`config.mk`:
```
export PLATFORM = sky130hd
export DESIGN_NAME = dense_layer_seq
export DESIGN_NICKNAME = d
export VERILOG_FILES = /design/src/rtl/dense_layer_seq.sv
export SDC_FILE = /design/constraint.sdc
export NUM_CORES = 1
export LEC_CHECK = 0
export BUFFER_PORTS_ARGS = -buffer_cell sky130_fd_sc_hd__buf_2
export CAP_MARGIN = 15
export CELL_PAD_IN_SITES_DETAIL_PLACEMENT = 0
export CELL_PAD_IN_SITES_GLOBAL_PLACEMENT = 2
export CORE_MARGIN = 1
export CORE_UTILIZATION = 37
export DETAILED_ROUTE_END_ITERATION = 6
export PLACE_DENSITY_LB_ADDON = 0.1
export SLEW_MARGIN = 20
export SYNTH_ARGS = -nofsm -noshare
export SYNTH_HDL_FRONTEND = slang
export SYNTH_SLANG_ARGS = --single-unit
export TNS_END_PERCENT = 30
```
`constraint.sdc`:
```
create_clock -name clk -period 6.5 [get_ports clk]
set_clock_uncertainty 0.05 [all_clocks]
set_input_delay 1.3 -clock clk [delete_from_list [all_inputs] [get_ports clk]]
set_output_delay 1.3 -clock clk [all_outputs]
set_load 0.02 [all_outputs]
```
`src/rtl/dense_layer_seq.sv`:
```
// Sequencer for the final fully-connected layer of the CIFAR-10 chain.
// For each output neuron it loads the bias, accumulates NUM_IN weight*feature
// products, streams the saturated Q1.7 logit out, and tracks the argmax class.
module dense_layer_seq #(
    parameter int NUM_IN  = 64,
    parameter int NUM_OUT = 10,
    parameter int ACC_W   = 24
) (
    input  logic        clk,
    input  logic        rst,
    input  logic        start,
    output logic        busy,
    output logic        done,
    output logic [3:0]  class_idx,
    output logic [15:0] w_row,
    output logic [15:0] w_col,
    input  logic [7:0]  w_data,
    output logic [15:0] b_row,
    output logic [15:0] b_col,
    input  logic [7:0]  b_data,
    output logic [15:0] in_addr,
    input  logic [7:0]  in_data,
    output logic        out_valid,
    input  logic        out_ready,
    output logic [7:0]  out_data,
    output logic [3:0]  out_idx
);

    typedef enum logic [2:0] {
        IDLE = 3'd0,
        BIAS = 3'd1,
        MAC  = 3'd2,
        EMIT = 3'd3,
        DONE = 3'd4
    } state_t;

    localparam logic [15:0] LAST_I = 16'(NUM_IN - 1);
    localparam logic [3:0]  LAST_N = 4'(NUM_OUT - 1);
    localparam logic signed [ACC_W-1:0] SAT_HI = ACC_W'(127);
    localparam logic signed [ACC_W-1:0] SAT_LO = ACC_W'(-128);

    state_t state_reg, state_next;

    logic [3:0]              n_reg;
    logic [15:0]             i_reg;
    logic signed [ACC_W-1:0] acc_reg;
    logic signed [7:0]       out_data_reg;
    logic [3:0]              out_idx_reg;
    logic signed [7:0]       best_reg;
    logic [3:0]              best_idx_reg;
    logic [3:0]              class_idx_reg;

    // Datapath helpers: 8x8 signed product fits exactly in 16 bits.
    logic signed [15:0]      w_ext;
    logic signed [15:0]      x_ext;
    logic signed [15:0]      prod;
    logic signed [ACC_W-1:0] prod_ext;
    logic signed [ACC_W-1:0] bias_ext;
    logic signed [ACC_W-1:0] acc_sum;
    logic signed [ACC_W-1:0] acc_shift;
    logic signed [7:0]       sat_val;
    logic                    last_i;
    logic                    last_n;
    logic                    take_new;

    assign w_ext     = {{8{w_data[7]}}, w_data};
    assign x_ext     = {{8{in_data[7]}}, in_data};
    assign prod      = w_ext * x_ext;
    assign prod_ext  = {{(ACC_W-16){prod[15]}}, prod};
    // Q1.7 bias moved up to the Q2.14 product scale.
    assign bias_ext  = {{(ACC_W-15){b_data[7]}}, b_data, 7'b0};
    assign acc_sum   = acc_reg + prod_ext;
    assign acc_shift = acc_sum >>> 7;
    assign last_i    = (i_reg == LAST_I);
    assign last_n    = (n_reg == LAST_N);
    // Strictly greater keeps the lower index on ties.
    assign take_new  = (n_reg == 4'd0) || (out_data_reg > best_reg);

    // Clamp the rescaled accumulator into the 8-bit Q1.7 range.
    always_comb begin
        sat_val = acc_shift[7:0];
        if (acc_shift > SAT_HI) begin
            sat_val = 8'sh7f;
        end else if (acc_shift < SAT_LO) begin
            sat_val = 8'sh80;
        end
    end

    // State register.
    always_ff @(posedge clk or posedge rst) begin
        if (rst) begin
            state_reg <= IDLE;
        end else begin
            state_reg <= state_next;
        end
    end

    // Next-state logic; start is only honoured in IDLE.
    always_comb begin
        state_next = state_reg;
        case (state_reg)
            IDLE: if (start) state_next = BIAS;
            BIAS: state_next = MAC;
            MAC:  if (last_i) state_next = EMIT;
            EMIT: if (out_ready) state_next = last_n ? DONE : BIAS;
            DONE: state_next = IDLE;
            default: state_next = IDLE;
        endcase
    end

    // Counters, accumulator, output holding registers and argmax tracking.
    always_ff @(posedge clk or posedge rst) begin
        if (rst) begin
            n_reg         <= '0;
            i_reg         <= '0;
            acc_reg       <= '0;
            out_data_reg  <= '0;
            out_idx_reg   <= '0;
            best_reg      <= '0;
            best_idx_reg  <= '0;
            class_idx_reg <= '0;
        end else begin
            case (state_reg)
                IDLE: begin
                    if (start) begin
                        n_reg <= '0;
                        i_reg <= '0;
                    end
                end
                BIAS: begin
                    acc_reg <= bias_ext;
                    i_reg   <= '0;
                end
                MAC: begin
                    acc_reg <= acc_sum;
                    if (last_i) begin
                        // Logit is captured here so it stays frozen through EMIT back-pressure.
                        i_reg        <= '0;
                        out_data_reg <= sat_val;
                        out_idx_reg  <= n_reg;
                    end else begin
                        i_reg <= i_reg + 16'd1;
                    end
                end
                EMIT: begin
                    if (out_ready) begin
                        if (take_new) begin
                            best_reg     <= out_data_reg;
                            best_idx_reg <= n_reg;
                        end
                        if (last_n) begin
                            class_idx_reg <= take_new ? n_reg : best_idx_reg;
                        end else begin
                            n_reg <= n_reg + 4'd1;
                        end
                    end
                end
                DONE: begin
                    n_reg <= '0;
                end
                default: begin
                    n_reg <= '0;
                end
            endcase
        end
    end

    assign busy      = (state_reg == BIAS) || (state_reg == MAC) || (state_reg == EMIT);
    assign done      = (state_reg == DONE);
    assign out_valid = (state_reg == EMIT);
    assign out_data  = out_data_reg;
    assign out_idx   = out_idx_reg;
    assign class_idx = class_idx_reg;
    assign w_row     = {12'd0, n_reg};
    assign b_row     = {12'd0, n_reg};
    assign w_col     = i_reg;
    assign in_addr   = i_reg;
    assign b_col     = 16'd0;

endmodule
```
==> flow_summary_export.csv, run 1 <==
group,metric,value,unit
route,routed_wl,21100,um
global_routing,grt_pass1_wl,35300,um
critical_path,crit_type,"in2reg",
timing,post-route-period-util,99.6,%
cells_and_area,antenna_cells,0,
timing,finalSetupViolCount,0,
timing,clock.fmax,0.154,GHz
die,fp.dieW,152,um
cells_and_area,syn_to_final_growth,24.9,%
clock_network,cts_hold_buf,0,
critical_path,worstPathRequired,6.67,ns
synthesis,async_flop_share,100,%
route,drc,7,
clock_network,clk_pin_slew,0.06,ns
cells_and_area,utilization,47.5,%
clock_network,cts_buffer_depth,2,
worst_hold_path,hold_class,"reg2reg",
timing,hold_violations,0,
global_routing,grt_pass1_vias,6710,
clock_network,cts_root_buf,"clkbuf_16",
route,drt-initial-drc-count,197,
critical_path,arrival,6.64,ns
synthesis,syn-mean-instance-area,9.65,sq um
cells_and_area,fin_nets,1244,
clock_network,cts_buffers,9,
synthesis,synth_cells,868,
timing,rsz0062_at_grt,"yes",
clock_network,clkLatencyLatePin,0.33,ns
clock_network,clock_sinks,75,
place,place_area,9600,sq um
timing,slew_headroom,52.0,%
run_status,violations,"DRC",
clock_network,htree_levels,3,
run_status,status,"finished, violations left",
die,coreArea,22000,sq um
die,die_area,23200,sq um
die,die_y,152,um
place,io_buffers,86,
synthesis,yosysTopAreaCell,"fa_1",
synthesis,seq_area_frac_synth,22.4,%
die,rows,54,
cells_and_area,design_area,10500,sq um
route,drt_pre_antenna_iters,6,
route,route.detailed.wl_per_inst,15.8,um
critical_path,cp-end-kind,"flop",
synthesis,ys_warn_count,0,
cells_and_area,largest_reg_flops,24,
synthesis,ys_ff_latch,75,
global_routing,gr-total-overflow,0,
synthesis,yosys-top-cells-area,"fa_1 25%, dfrtp_1 22%, ha_1 9.9%, buf_4 5.4%, inv_1 5.2%",
timing,period_needed,6.48,ns
synthesis,synthTopCellsByCount,"117 x inv_1, 104 x fa_1, 75 x dfrtp_1, 75 x nand2_1, 66 x ha_1",
route,ant_nets,0,
synthesis,syn_area,8370,sq um
cells_and_area,final_layout_size_suffix_gt1_share,29.4,%
timing,worstMarginPinSlew,0.719,ns
synthesis,synth-edff-count,0,
route,avgViaCountPerCell,4.77,
die,start_util,38.0,%
place,placed_cells,1293,
synthesis,ys.flop_type,"dfrtp_1",
run,drv_cap,0,
global_routing,gr-usage-all-layers,19.0,%
route,vias,6354,
cells_and_area,final_cells,1331,
synthesis,yosysUniqueCellTypes,57,
synthesis,synth_top_area_share,24.9,%
synthesis,synth.most_common_cell,"inv_1",
die,num_io_pins,127,
global_routing,antenna_found_initial,1,
place,dp_hpwl,17000,um
clock_network,cts_tree,"done",
place,gp_congestion,0.879,
critical_path,crit_path_start_kind,"input port",
global_routing,grt_max_degree,76,
critical_path,cp_max_fo,7,
timing,drv_slew,0,
-- timing repair --
| action | 4_1_cts | 5_1_grt |
|---|---|---|
| pin swaps | 18 | 31 |
| endpoints found under the setup margin | 9 | 11 |
| setup buffers | 12 | 9 |
| gates resized for setup | 16 | 60 |
-- cells by family after synthesis --
family / Yosys count / synth area share (%)
adders and majority gates: 170 / 34.7
AOI/OAI and AO/OA: 131 / 10.5
muxes: 24 / 3.06
DFF: 75 / 22.4
other: 1 / 0.0448
xor gates and xnor gates: 36 / 3.77
buffers and inverters: 198 / 11.7
and+or+nand+nor: 233 / 13.7
-- worst max-delay path, stage by stage --
cell	delay, ns
buf_4	0.14
buf_4	0.15
and2_1	0.14
fa_1	0.43
fa_1	0.56
fa_1	0.46
fa_1	0.57
fa_1	0.45
ha_4	0.24
o211ai_1	0.17
buf_4	0.16
a21oi_2	0.05
o2111ai_2	0.26
and4bb_1	0.28
a2111oi_4	0.05
or4b_1	0.54
nand4bb_4	0.22
o41ai_4	0.23
buf_6	0.17
a21oi_1	0.07
-- final timing paths --
path / startpoint / to / slack, ns / cells after the start
max reg2reg: acc_reg[6] / out_data[4] / 0.89 / 21
min in group asynchronous: rst / acc_reg[2] / 0.97 / 3
max: in_data[3] / out_data[4] / 0.02 / 20
max in group asynchronous: rst / best_reg[2] / 4.85 / 4
min reg2reg: acc_reg[5] / acc_reg[5] / 0.44 / 2
min: acc_reg[5] / acc_reg[5] / 0.44 / 2
-- metal layers --
metal / track usage, % / vias to the layer above / wire (um)
met5: 0 / - / 13
met4: 4.62 / 2 / 329
met3: 2.70 / 21 / 890
met2: 30.9 / 135 / 10200
met1: 26.7 / 3121 / 9660
li1: - / 3075 / -
-- placed cells by master (no fill, tap or decap), types with 6 or more instances in the layout --
| master | netlist | final |
|---|---|---|
| nand2_1 | 75 | 73 |
| mux2_2 | 13 | 13 |
| fa_1 | 104 | 100 |
| dfrtp_1 | 75 | 75 |
| buf_4 | 60 | 118 |
| mux2i_1 | 11 | 11 |
| o21a_1 | 7 | 7 |
| nor3_1 | 12 | 11 |
| ha_4 | 0 | 13 |
| inv_1 | 117 | 107 |
| a21oi_1 | 33 | 27 |
| xnor2_1 | 23 | 21 |
| o21ai_0 | 44 | 42 |
| buf_2 | 2 | 81 |
| ha_1 | 66 | 51 |
| nand3_1 | 17 | 15 |
| a22o_1 | 6 | 6 |
| and2_1 | 38 | 35 |
| clkbuf_16 | 0 | 9 |
| nor2_1 | 51 | 50 |
| and3_1 | 10 | 8 |
| conb_1 | 1 | 40 |
| a21oi_2 | 0 | 6 |
| xor2_1 | 13 | 11 |
| inv_2 | 0 | 8 |
| a21o_1 | 6 | 6 |
-- per-stage QoR --
| stage | hold slack (ns) | setup TNS, ns | setup WS [ns] |
|---|---|---|---|
| after CTS | 0.446 | 0 | 0.000631 |
| after global routing | 0.465 | -0.778 | -0.115 |
| final | 0.436 | 0 | 0.0242 |
| after floorplan | 0.400 | -1.69 | -0.242 |
| after global placement | 0.421 | -5.45 | -0.631 |
| after detailed placement | 0.432 | -6.35 | -0.737 |
-- final cells by class --
type | count | area, sq um
Tap cell | 280 | 350
Clock buffer | 11 | 243
Clock inverter | 5 | 52.6
Timing Repair Buffer | 208 | 1440
Multi-Input combinational cell | 634 | 6050
Fill cell | 2115 | 11600
Inverter | 118 | 453
Sequential cell | 75 | 1880
Power of run 1 is not shown: default switching activity piles up to over one toggle a cycle in this logic, so the estimate is an artifact.
==> run 2: changes to the inputs <==
Settings changed: BUFFER_PORTS_ARGS -buffer_cell sky130_fd_sc_hd__buf_2 to -buffer_cell sky130_fd_sc_hd__buf_4, CORE_ASPECT_RATIO from default to 1.25.
Clock period 6.5 ns to 6.6 ns, I/O delays scaled along.
==> flow_summary_export.csv, run 2 (same netlist as run 1, synthesis figures left out) <==
group,metric,value,unit
run_status,status,"completed",
place,gp_congestion,0.906,
timing,hold_violations,0,
cells_and_area,antenna_cells,0,
clock_network,clock_sinks,75,
timing,clock.fmax,0.152,GHz
clock_network,cts_root_buf,"clkbuf_16",
cells_and_area,final_layout_size_suffix_gt1_share,28.2,%
timing,drv_slew,0,
die,coreArea,22200,sq um
die,die_area,23200,sq um
global_routing,gr-usage-all-layers,19.5,%
die,die_y,170,um
die,start_util,37.7,%
route,vias,6333,
critical_path,crit_path_start_kind,"input port",
place,dp_hpwl,17100,um
route,drt_pre_antenna_iters,4,
global_routing,gr-total-overflow,0,
run,drv_cap,0,
cells_and_area,largest_reg_flops,24,
die,fp.dieW,137,um
route,routed_wl,21000,um
global_routing,grt_pass1_wl,35000,um
die,num_io_pins,127,
cells_and_area,fin_nets,1232,
critical_path,worstPathRequired,6.77,ns
clock_network,cts_buffers,9,
clock_network,htree_levels,3,
route,ant_nets,0,
worst_hold_path,hold_class,"reg2reg",
cells_and_area,layout.cells.most_common_list,"185 x buf_4, 106 x inv_1, 99 x fa_1",
route,drc,0,
die,rows,61,
critical_path,crit_type,"in2reg",
timing,rsz0062_at_grt,"yes",
critical_path,cp-end-kind,"flop",
clock_network,cts_buffer_depth,2,
global_routing,grt_max_degree,76,
clock_network,clkLatencyLatePin,0.34,ns
global_routing,grt_pass1_vias,6702,
route,route.detailed.wl_per_inst,15.9,um
timing,slew_headroom,49.3,%
timing,setup_ws,0.0221,ns
cells_and_area,final_common_cell,"buf_4",
cells_and_area,syn_to_final_growth,26.1,%
timing,finalSetupViolCount,0,
route,drt-initial-drc-count,207,
timing,worstMarginPinSlew,0.760,ns
clock_network,cts_tree,"done",
timing,post-route-period-util,99.7,%
critical_path,cp_max_fo,7,
route,avgViaCountPerCell,4.79,
place,io_buffers,86,
place,dp_slack,-0.484,ns
global_routing,antenna_found_initial,0,
critical_path,arrival,6.75,ns
clock_network,clk_pin_slew,0.06,ns
timing,period_needed,6.58,ns
-- run 2: path summary, 6_finish.rpt --
kind                                   start           end  slack [ns]  cells after the start
worst min register to register  class_idx[2]  class_idx[2]        0.43                      2
worst max-delay path              in_data[2]   out_data[6]        0.02                     21
min in group asynchronous                rst    acc_reg[0]        1.11                      3
worst min-delay path            class_idx[2]  class_idx[2]        0.43                      2
worst max register to register    acc_reg[6]   out_data[6]        0.90                     21
max in group asynchronous                rst   acc_reg[17]        4.86                      3
-- run 2: cell type report --
type                            instances  area (sq um)
Timing Repair Buffer                  196          1570
Sequential cell                        75          1880
Fill cell                            2156         11600
Clock buffer                            9           225
Clock inverter                          7          98.8
Tap cell                              283           354
Inverter                              118           454
Multi-Input combinational cell        634          5980
-- run 2: routing by layer --
metal	GRT usage (%)	routed length, um	share of wire, %	up-vias
met5	0	0	0	-
met4	5.17	359	1.7	0
met3	2.44	636	3.0	24
met2	33.6	10700	51	103
met1	25.5	9250	44	3147
li1	-	-	-	3059
-- run 2: metrics by stage --
stage	hold slack, ns	setup TNS, ns	instances	utilization, %	instance area, sq um
global placement	0.415	-3.89	1292	44.3	9830
detailed placement	0.421	-4.15	1292	44.3	9830
global route	0.457	-1.00	1322	47.6	10600
floorplan	0.400	-1.13	907	-	8590
CTS	0.435	-0.00182	1315	46.2	10300
finish	0.427	0	1322	47.6	10600
-- run 2: worst max-delay path: stages --
cell,delay [ns]
buf_12,0.09
buf_8,0.10
nand2_4,0.04
fa_1,0.49
fa_1,0.54
inv_2,0.04
fa_1,0.53
fa_1,0.53
fa_1,0.58
ha_4,0.22
o211ai_1,0.29
buf_4,0.19
a211oi_4,0.04
buf_4,0.16
o211ai_1,0.21
nand3_2,0.12
or4b_4,0.54
nand4bb_4,0.22
o41ai_4,0.24
buf_6,0.17
a21oi_1,0.07
-- run 2: timing repair --
action,4_1_cts,5_1_grt
resized for setup,13,50
setup endpoints to repair,7,11
pin swaps,14,22
hold buffers,0,0
buffers inserted,7,7
Power of run 2 is left out for the same reason.
